**src/rtl/mux_lane_sched_pkg.sv**
```systemverilog
// Shared types and constants for the two-source lane scheduler.
// Holds the FSM state encoding, lane geometry and grant encodings.
package mux_lane_sched_pkg;

  localparam int LANES  = 4;
  localparam int LANE_W = 8;
  localparam int DATA_W = LANES * LANE_W;

  localparam logic [3:0] CNT_MAX = 4'd15;

  typedef enum logic [1:0] {
    ST_IDLE  = 2'd0,
    ST_GNT_A = 2'd1,
    ST_GNT_B = 2'd2
  } state_e;

  // Grant encoding doubles as the lane-mux select value.
  typedef enum logic {
    GRANT_A = 1'b0,
    GRANT_B = 1'b1
  } grant_e;

  // A burst setting of zero behaves as a burst of one.
  function automatic logic [3:0] burst_limit(input logic [3:0] cfg);
    return (cfg == 4'd0) ? 4'd1 : cfg;
  endfunction

endpackage

```
**src/rtl/mux_lane_sched_lane_mux.sv**
```systemverilog
// 4-lane 2:1 byte multiplexer with blanking.
// Each lane independently picks A or B; blank forces every lane to zero.
module mux_lane_sched_lane_mux
  import mux_lane_sched_pkg::*;
(
  input  logic [DATA_W-1:0] i_a,
  input  logic [DATA_W-1:0] i_b,
  input  logic              i_sel,
  input  logic              i_blank,
  output logic [DATA_W-1:0] o_y
);

  for (genvar k = 0; k < LANES; k++) begin : g_lane
    assign o_y[k*LANE_W +: LANE_W] =
      i_blank ? '0 : (i_sel ? i_b[k*LANE_W +: LANE_W] : i_a[k*LANE_W +: LANE_W]);
  end

endmodule

```
**src/rtl/mux_lane_sched.sv**
```systemverilog
// Two-source burst-fair scheduler feeding a registered 4-lane output word.
// A 3-state FSM grants A or B, bounding consecutive beats by cfg_burst.
module mux_lane_sched
  import mux_lane_sched_pkg::*;
(
  input  logic              clk,
  input  logic              rst_n,
  input  logic              a_valid,
  input  logic [DATA_W-1:0] a_data,
  output logic              a_ready,
  input  logic              b_valid,
  input  logic [DATA_W-1:0] b_data,
  output logic              b_ready,
  input  logic [3:0]        cfg_burst,
  input  logic              out_ready,
  output logic              out_valid,
  output logic [DATA_W-1:0] out_data,
  output logic              sel,
  output logic              blank
);

  state_e            r_state;
  state_e            w_state_next;
  logic [3:0]        r_cnt;
  logic [3:0]        w_cnt_next;
  logic [3:0]        w_cnt_inc;
  grant_e            r_last_grant;
  grant_e            r_sel_hold;
  logic              r_out_valid;
  logic [DATA_W-1:0] r_out_data;
  logic              w_adv;
  logic              w_accept;
  logic              w_cur_valid;
  logic              w_oth_valid;
  logic [DATA_W-1:0] w_mux_data;

  // The output stage can take a new word when empty or being drained.
  assign w_adv    = !r_out_valid || out_ready;
  assign a_ready  = (r_state == ST_GNT_A) && w_adv;
  assign b_ready  = (r_state == ST_GNT_B) && w_adv;
  assign w_accept = (a_valid && a_ready) || (b_valid && b_ready);

  always_comb begin
    sel = r_sel_hold;
    if (r_state == ST_GNT_A)      sel = GRANT_A;
    else if (r_state == ST_GNT_B) sel = GRANT_B;
  end

  // Blanking the mux when nothing is accepted lets the register clear to zero.
  mux_lane_sched_lane_mux u_lane_mux (
    .i_a     (a_data),
    .i_b     (b_data),
    .i_sel   (sel),
    .i_blank (!w_accept),
    .o_y     (w_mux_data)
  );

  assign out_valid = r_out_valid;
  assign out_data  = r_out_data;
  assign blank     = !r_out_valid;

  // NOTE: every always_comb output gets a default first so no path infers a latch.
  always_comb begin
    w_state_next = r_state;
    w_cnt_next   = r_cnt;
    w_cur_valid  = (r_state == ST_GNT_A) ? a_valid : b_valid;
    w_oth_valid  = (r_state == ST_GNT_A) ? b_valid : a_valid;
    w_cnt_inc    = (w_cur_valid && (r_cnt != CNT_MAX)) ? r_cnt + 4'd1 : r_cnt;
    unique case (r_state)
      ST_IDLE: begin
        w_cnt_next = 4'd0;
        if (a_valid && b_valid)
          w_state_next = (r_last_grant == GRANT_B) ? ST_GNT_A : ST_GNT_B;
        else if (a_valid)
          w_state_next = ST_GNT_A;
        else if (b_valid)
          w_state_next = ST_GNT_B;
      end
      ST_GNT_A, ST_GNT_B: begin
        if (w_adv) begin
          w_cnt_next = w_cnt_inc;
          if (!w_cur_valid && !w_oth_valid) begin
            w_state_next = ST_IDLE;
            w_cnt_next   = 4'd0;
          end else if (w_oth_valid &&
                       (!w_cur_valid || (w_cnt_inc >= burst_limit(cfg_burst)))) begin
            w_state_next = (r_state == ST_GNT_A) ? ST_GNT_B : ST_GNT_A;
            w_cnt_next   = 4'd0;
          end
        end
      end
      default: begin
        w_state_next = ST_IDLE;
        w_cnt_next   = 4'd0;
      end
    endcase
  end

  // NOTE: sequential state uses non-blocking assignments so every register samples pre-edge values.
  always_ff @(posedge clk or negedge rst_n) begin
    if (!rst_n) begin
      r_state      <= ST_IDLE;
      r_cnt        <= 4'd0;
      r_last_grant <= GRANT_B;
      r_sel_hold   <= GRANT_A;
      r_out_valid  <= 1'b0;
      r_out_data   <= '0;
    end else begin
      r_state <= w_state_next;
      r_cnt   <= w_cnt_next;
      if (w_state_next == ST_GNT_A) begin
        r_last_grant <= GRANT_A;
        r_sel_hold   <= GRANT_A;
      end else if (w_state_next == ST_GNT_B) begin
        r_last_grant <= GRANT_B;
        r_sel_hold   <= GRANT_B;
      end
      if (w_adv) begin
        r_out_valid <= w_accept;
        r_out_data  <= w_mux_data;
      end
    end
  end

endmodule
```
**config.mk**
```make
export PLATFORM = sky130hd
export DESIGN_NAME = mux_lane_sched
export DESIGN_NICKNAME = d
export VERILOG_FILES = /design/src/rtl/mux_lane_sched_pkg.sv /design/src/rtl/mux_lane_sched_lane_mux.sv /design/src/rtl/mux_lane_sched.sv
export SDC_FILE = /design/constraint.sdc
export NUM_CORES = 1
export LEC_CHECK = 0
export CAP_MARGIN = 20
export CORE_ASPECT_RATIO = 0.8
export CORE_MARGIN = 5
export CORE_UTILIZATION = 37
export DETAILED_ROUTE_END_ITERATION = 10
export GPL_TIMING_DRIVEN = 0
export HOLD_SLACK_MARGIN = 0.06
export PLACE_DENSITY = 0.86
export SYNTH_ARGS = -nofsm -noshare
export SYNTH_HDL_FRONTEND = slang
export SYNTH_SLANG_ARGS = --single-unit
```
**constraint.sdc**
```tcl
create_clock -name clk -period 3.25 [get_ports clk]
set_clock_uncertainty 0.2 [all_clocks]
set_input_delay 0.325 -clock clk [delete_from_list [all_inputs] [get_ports clk]]
set_output_delay 0.325 -clock clk [all_outputs]
set_load 0.03 [all_outputs]
```
==> impl_metrics.ini <==
[status]
status = complete, but fails checks
violations = setup timing

[cts]
clock_sinks = 41
clk_pin_slew_worst_paths_ns = 0.08
clk_path_buf_depth = 2
root_buffer = clkbuf_8
cts_tree = yes
cts_made_buffers = 5
h-tree-depth = 2
insertion_delay_ns = 0.29

[global_routing]
antenna_found_initial = 0
grt_overflow_total = 0
grt_usage_pct = 17.6
grt_max_degree = 42
grt_pass1_wl_um = 11100
grt_pass1_vias = 2249

[setup_path]
arrival_ns = 3.24
slowest_delay_ns = 0.41
cp-end-kind = flip-flop
crit_family = compound AO/OA/AOI/OAI gates
crit_start = r_state[1]$_DFF_PN0_
path_class = reg -> reg
r2r_slack_ns = -0.008
r2r-start = r_state[1]$_DFF_PN0_
crit_slowest_cell = dfrtp_1
crit_end = r_sel_hold$_DFFE_PN0P_
crit_chain = inv_2, ha_4, mux2_4, nand2_4, mux2_4, ha_4, o211ai_1, o211a_4, o21a_4, o211ai_1, ha_1, nand2_1, o21ai_1
critPathBufInv = 1
startpoint_type = flip-flop
reg2reg_depth = 13
cp_max_fo = 6
path_depth = 13
r2r_end = r_sel_hold$_DFFE_PN0P_
required_ns = 3.23

[sta]
worstMarginPinSlew_ns = 0.912
setup_viol = 1
maxSlewViolCount = 0
hold_viol = 0
min_period_ns = 3.26
grt_setup_unrepaired = yes
slew_headroom_pct = 39.2
fin_ws_ns = -0.00832
fin_crit_sh_pct = 100
max_freq_mhz = 307
setup_tns_ns = -0.00832

[finish]
fin_area_um2 = 3820
area_delta_synth_final_pct = 68.6
drive_above_1_share_pct = 15.6
stdcell_count = 447
diodes = 0
layout.nets = 448

[route]
drt-initial-drc-count = 47
ant_nets = 0
drc_errors = 0
viasPerCell = 4.91
wl_per_cell_um = 15.6
firstDrtPassIters = 4
drt_wl_total_um = 6960
vias = 2197

[synthesis]
yosys-top-cells-count = dfrtp_1, nand2_1, mux2i_1
ys_seq_elements = 41
synth_ff_type = dfrtp_1
ys_seq_area_share_pct = 45.4
netlist.top_cell.by_area = dfrtp_1
synth-edff-count = 0
yosysUniqueCellTypes = 39
synth-async-reset-ratio_pct = 100
syn-num-nets = 310
syn_area_per_cell_um2 = 9.98
synthTopCellsByArea = dfrtp_1, mux2i_1, o21ai_0, nand2_1, ha_1
synthesis.area_um2 = 2260
yosysWarnings = 0
synth_top_cell_area_share_pct = 44.2
syn_inst = 227

[placement]
pre_cts_ws_ns = -0.314
port_buffers = 108
gp_congestion = 0.824
place_inst = 416
placed_cell_area_um2 = 3450
post-dp-hpwl_um = 5050

[die]
num_io_pins = 110
dieArea_um2 = 7800
fp.dieH_um = 80.0
coreArea_um2 = 5940
die_w_um = 97.5
start_util_pct = 38.1
num_rows = 25

[power]
total_power_mw = 2.93
power.density_nw_per_um2 = 767
p_leak_nw = 1.72
ir_drop_v = 0.000374

[run]
max_cap_violations = 0

[worst_hold_path]
hp-class = in -> reg
## sequential cells by signal, indices dropped and copies added (netlist names)
register / cells
r_cnt: 4
out_valid: 1
r_sel_hold: 1
out_data: 32
r_last_grant: 1
r_state: 2
## where the power goes
part	total, mW	switching (mW)	internal [mW]	leakage [nW]
registers	0.748	0.0886	0.659	0.553
clock network	0.423	0.173	0.250	0.0585
logic	1.76	0.929	0.830	1.11
total	2.93	1.19	1.74	1.72
## area by class of cell
class	count	area [µm²]
Buffer	12	60.1
Clock buffer	7	86.3
Clock inverter	1	30.0
Fill cell	489	2130
Inverter	10	37.5
Multi-Input combinational cell	163	1220
Sequential cell	41	1030
Tap cell	81	101
Timing Repair Buffer	132	1260
## routing by layer
| layer | GRT usage [%] | up-vias | wire (µm) |
|---|---|---|---|
| met5 | 0 | - | 0 |
| met4 | 3.04 | 0 | 29 |
| met3 | 5.76 | 4 | 509 |
| met2 | 31.5 | 84 | 3530 |
| met1 | 21.0 | 1035 | 2900 |
| li1 | - | 1074 | - |
## worst min-delay path by stage
stage                            startpoint  depth (start not counted)                 endpoint  slack [ns]
floorplan                             rst_n                          0  out_data[0]$_DFFE_PN0N_       -0.17
detailed placement  out_data[7]$_DFFE_PN0N_                          2  out_data[7]$_DFFE_PN0N_        0.27
CTS                                 b_valid                          3    out_valid$_DFFE_PN0N_        0.19
global route                        b_valid                          3    out_valid$_DFFE_PN0N_        0.25
finish                              b_valid                          3    out_valid$_DFFE_PN0N_        0.21
global placement    out_data[9]$_DFFE_PN0N_                          2  out_data[9]$_DFFE_PN0N_        0.26
## stage by stage
step / util (%) / hold slack (ns)
final: 64.2 / 0.209
after global routing: 64.2 / 0.254
after CTS: 62.7 / 0.191
after detailed placement: 58.0 / 0.271
after global placement: 58.1 / 0.261
after floorplan: - / -0.171
## kinds of logic after synthesis
group / share of synthesized area [%]
buf+inv: 4.81
compound gates: 17.0
mux: 15.7
fa+ha+maj: 5.52
simple gates: 10.8
flops: 45.4
xor+xnor: 0.774
## repair_timing
action / 4_1_cts / 5_1_grt
pin swaps: 10 / 14
resized for setup: 10 / 6
hold buffers: 1 / 0
hold endpoints to repair: 40 / 0
setup endpoints to repair: 2 / 2
buffers inserted: 15 / 9
## worst min-delay path: cells and delay by family
family                 cells  cell delay [ns]
buffers and inverters      1             0.17
AO/OA/AOI/OAI              1             0.10
AND/OR/NAND/NOR            1             0.07
## cells in the final DEF, fill, tap and decap left out, drive strengths merged
| cell | n |
|---|---|
| o2111ai | 2 |
| nor2b | 1 |
| clkbuf | 13 |
| nand2 | 40 |
| o2111a | 1 |
| a31o | 1 |
| a22o | 3 |
| nand2b | 2 |
| ha | 10 |
| bufinv | 1 |
| mux2 | 2 |
| a21o | 1 |
| nor2 | 2 |
| nor3b | 1 |
| o211a | 2 |
| mux2i | 33 |
| dfrtp | 40 |
| dlygate4sd3 | 1 |
| nand3 | 3 |
| o211ai | 5 |
| and3b | 1 |
| a21oi | 3 |
| clkdlybuf4s50 | 107 |
| and2 | 3 |
| a211oi | 1 |
| o21a | 1 |
| o21bai | 2 |
| o311a | 1 |
| inv | 10 |
| dfstp | 1 |
| buf | 30 |
| or2 | 1 |
| o21ai | 36 |
| and3 | 1 |
| xnor2 | 2 |
| a22oi | 1 |
| nand4 | 1 |
Power figures use the tool's default switching activity.
==> patch 1 (same flow settings) <==
The package constant `CNT_MAX` goes from 4'd15 to 4'd11.
--- a/src/rtl/mux_lane_sched_pkg.sv
+++ b/src/rtl/mux_lane_sched_pkg.sv
@@ -6,7 +6,7 @@
   localparam int LANE_W = 8;
   localparam int DATA_W = LANES * LANE_W;
 
-  localparam logic [3:0] CNT_MAX = 4'd15;
+  localparam logic [3:0] CNT_MAX = 4'd11;
 
   typedef enum logic [1:0] {
     ST_IDLE  = 2'd0,
Behaviour: no difference found for any inputs over 10 cycles, from zero or initial values and one cycle with rst_n low; that may be too few to reach the edited logic, so the function may still have changed.
==> patch 1 against the original RTL <==
  * The run still ends with negative setup slack left
  * Synthesized area grew 0.99%
  * Global-route usage fell by 0.83 points
  * Combinational power down 5%
  * Routed wire length shrank 3.4%
  * Design area up 0.69%
  * Power is 3.1% lower
  * Via count up 2.7%
  * Worst setup slack got worse by 50 ps
  * Sequential cell count unchanged
  * Critical path type is now primary input to register
  * Largest cell class unchanged
  * Highest routed layer unchanged
==> patch 1: results (changes against the original RTL) <==
min-delay worst type=primary input to async pin; register area share after synthesis=44.9% (-0.45 points); normalized max-slew margin=61.0% (+22 points); Tot GR Track Use=16.8% (-0.83 points); post-synthesis cell type count=38 (-2.6%); Synth Net Count=314 (+1.3%); Root Buffer=clkbuf_8; wire length on met2=3450 um (-2.0%); 1st-iter DRT viols=71 (+51%); Worst EP arrival=3280 ps (+40 ps); share of post-route cells with drive strength above 1=14.6% (-0.98 points); Total Nets Final=452 (+0.89%); peak supply drop=0.459 mV (+23%); cells after synthesis=231 (+1.8%); Worst R2R Path Depth=14 (+1); largest net degree at the start of global routing=41 (-2.4%); Final TNS setup=-83.3 ps (-75.0 ps); switching share of total power=41.5% (+0.83 points); Total Wirelength=6730 um (-3.4%); Final Wtd Congestion=0.857 (+4.0%); status=complete, but fails checks; worst-path fanout max=7 (+1); R2R Path Start=r_state[1]; WL met3=563 um (+11%); setup violators final=2 (+1); HPWL after DPL=5160 um (+2.1%); PnR worst setup slack=-58.1 ps (-49.8 ps); first-pass GRT wire length=10900 um (-2.2%); vias in the first global route=2271 (+0.98%); DP Cell Count=421 (+1.2%); reg-to-reg setup timing slack=-50 ps (-40 ps); WL met1=2650 um (-8.5%); main area contributors after synthesis=dfrtp_1 (44%), mux2i_1 (14%), nand2_1 (7.2%), o21ai_1 (6.8%), ha_1 (5.5%); Async SR Flop Fraction=100% (unchanged); failing checks=negative setup slack; vias per inst=5.00 (+1.8%); Synth top cells by count=nand2_1 (44), dfrtp_1 (40), mux2i_1 (33), o21ai_1 (31); Leak=1.75 nW (+1.9%); routed length per instance=14.9 um (-4.2%); Filler Cell Count=506 (+3.5%)
[patch 1: area by class of cell]
type                       instances  area, um2  area share, %
clock buffer                       7       86.3           2.25
inverter                          10       37.5          0.977
buffer                            13       63.8           1.66
multi-input combinational        166       1200           31.3
tap                               81        101           2.64
clock inverter                     1       30.0          0.781
timing repair buffer             132       1290           33.7
sequential                        41       1030           26.7
[patch 1: what timing repair did]
item	4_1_cts	5_1_grt
pin swaps	10	7
gates resized for setup	7	9
buffers inserted	21	3
endpoints found under the setup margin	2	3
endpoints found under the hold margin	40	0
hold buffers	1	0
[patch 1: cells by family after synthesis]
| group | after synthesis | synth area share, % |
|---|---|---|
| AOI/OAI and AO/OA | 59 | 16.7 |
| xor gates and xnor gates | 2 | 0.766 |
| adders and majority gates | 10 | 5.47 |
| buffers and inverters | 24 | 4.92 |
| DFF | 41 | 44.9 |
| muxes | 35 | 15.6 |
| and+or+nand+nor | 60 | 11.6 |
[patch 1: how the worst max path moves through the flow]
| stage | cells after the start | to | slack, ps | start |
|---|---|---|---|---|
| after global routing | 14 | r_sel_hold | -190 | r_state[1] |
| after detailed placement | 13 | r_sel_hold | -340 | a_valid |
| after CTS | 15 | r_sel_hold | -150 | r_state[1] |
| after global placement | 13 | r_sel_hold | -240 | a_valid |
| final | 14 | r_sel_hold | -60 | a_valid |
| after floorplan | 15 | r_sel_hold | 9 | r_state[1] |
[patch 1: per-layer routing]
metal / global-route usage (%) / up-vias
met1: 20.0 / 1077
li1: - / 1090
met3: 6.25 / 8
met4: 3.04 / 0
met2: 29.3 / 81
met5: 0 / -
[patch 1: through the flow]
step | worst slack [ps] | hold slack, ps | area, um2
2_1_floorplan | 8.98 | -171 | 2290
3_3_place_gp | -244 | 266 | 3480
3_5_place_dp | -342 | -74.5 | 3490
4_1_cts | -151 | 143 | 3810
5_1_grt | -188 | 149 | 3840
6_report | -58.1 | 146 | 3840
[patch 1: power by group through the flow]
stage                     clock network (W)  logic, W  registers, W
after CTS                          0.000434   0.00166      0.000743
after detailed placement                  0   0.00159      0.000755
final                              0.000425   0.00167      0.000744
after global routing               0.000456   0.00180      0.000765
after floorplan                           0  0.000787      0.000978
after global placement                    0   0.00155      0.000747
[patch 1: worst max-delay path, stage by stage]
cell             delay [ps]
clkdlybuf4s50_1         600
mux2_4                  230
buf_6                   100
nand4_1                 150
xnor2_2                 180
ha_1                    300
o211ai_1                 90
o211a_1                 230
buf_6                   140
o2111a_1                250
a211oi_2                210
ha_1                    330
nand2_1                  80
o21ai_1                  60
==> patch 2 (same settings) <==
Made on the original files. The 3 states of `state_e` get a one-hot encoding in 3 bits.
--- a/src/rtl/mux_lane_sched_pkg.sv
+++ b/src/rtl/mux_lane_sched_pkg.sv
@@ -8,10 +8,10 @@
 
   localparam logic [3:0] CNT_MAX = 4'd15;
 
-  typedef enum logic [1:0] {
-    ST_IDLE  = 2'd0,
-    ST_GNT_A = 2'd1,
-    ST_GNT_B = 2'd2
+  typedef enum logic [2:0] {
+    ST_IDLE  = 3'b001,
+    ST_GNT_A = 3'b010,
+    ST_GNT_B = 3'b100
   } state_e;
 
   // Grant encoding doubles as the lane-mux select value.
Function: no difference found for any inputs over 10 cycles, from zero or initial values and one cycle with rst_n low; not proved beyond that.
==> patch 2 against the original RTL <==
  * Maximum frequency grew 1.6%
  * Worst setup slack gained 51 ps
  * Power shrank 19%
  * Routed wire length shrank 7.3%
  * Combinational power shrank 27%
  * Sequential cell count grew 1
  * Synthesized area grew 3.4%
  * Design area shrank 0.82%
  * Die area grew 3.0%
  * Global-route usage shrank 1.3 points
  * Critical path type unchanged
==> patch 2: results (changes against the original RTL) <==
min-delay worst type=register to register; register area share after synthesis=45.0% (-0.38 points); peak supply drop=0.247 mV (-34%); Tightest Pin Transition=526 ps (-386 ps); Finished Layout Cells=445 (-0.45%); Max stage delay cell, worst path=dfstp_2; WL met3=541 um (+6.3%); Pint=0.00148 W (-15%); post-synthesis cell type count=43 (+10%); Total Wirelength=6450 um (-7.3%); Tot GR Track Use=16.3% (-1.3 points); slowest cell delay on critical path=640 ps (+230 ps); main area contributors after synthesis=dfrtp_1 (43%), mux2i_1 (15%), nand2_1 (6.3%), o21ai_0 (6.2%), ha_1 (2.7%); reg-to-reg setup timing slack=40 ps (+50 ps); worst-path fanout max=8 (+2); via count=2143 (-2.5%); Setup Fix Bufs, Post-CTS=4 (-11); Hold EP=out_data[4]; hold_sp=out_data[4]; Critical Path Start=r_state[0]; 1st-iter DRT viols=66 (+40%); Adder-Cell Fraction of Synth Area=2.67% (-2.9 points); status=complete, no violations; routing usage on met1=18.9% (-2.1 points); Final Wtd Congestion=0.853 (+3.5%); Hold Path Stages=2 (-1); Syn Area/Cell=9.92 um2 (-0.52%); DP Cell Count=429 (+3.1%); XOR/XNOR Fraction of Synth Area=0.748% (-0.026 points); Total Nets Final=438 (-2.2%); Worst EP arrival=3190 ps (-50 ps); Clock power frac=16.8% (+2.4 points); Largest delay share family, worst path=flip-flops; post-synthesis compound-gate area fraction=14.4% (-2.6 points); sequential power=0.000705 W (-5.7%); HPWL after DPL=5030 um (-0.45%); GR Util met3=6.35% (+0.59 points); WL met1=2600 um (-10%); largest net degree at the start of global routing=23 (-45%); grt met2 use=28.2% (-3.4 points)
[patch 2: changes by cell type after synthesis, sizes merged, moves of 3 or more]
cell    change
nor2        +8
o211ai      -3
a32o        +3
inv         -3
nor3        +4
nor2b       +4
nand2b      +3
o21ai       -3
ha          -5
[patch 2: final cells by class]
class                   instances  area [um2]  area share [%]
multi-input cells             172        1230            32.4
repair buffers                119        1180            31.3
flip-flops and latches         42        1050            27.8
well taps                      84         105            2.78
plain buffers                  13        82.6            2.18
clock buffers                   7        76.3            2.02
clock inverters                 1        30.0           0.793
inverters                       7        26.3           0.694
[patch 2: through the flow]
stage / setup slack [ps] / total power, W / hold WS, ps
finish: 43.1 / 0.00238 / 280
CTS: 14.5 / 0.00238 / 273
global placement: -353 / 0.00192 / 261
global route: -55.2 / 0.00254 / 296
detailed placement: -368 / 0.00195 / 132
floorplan: 7.47 / 0.00153 / -171
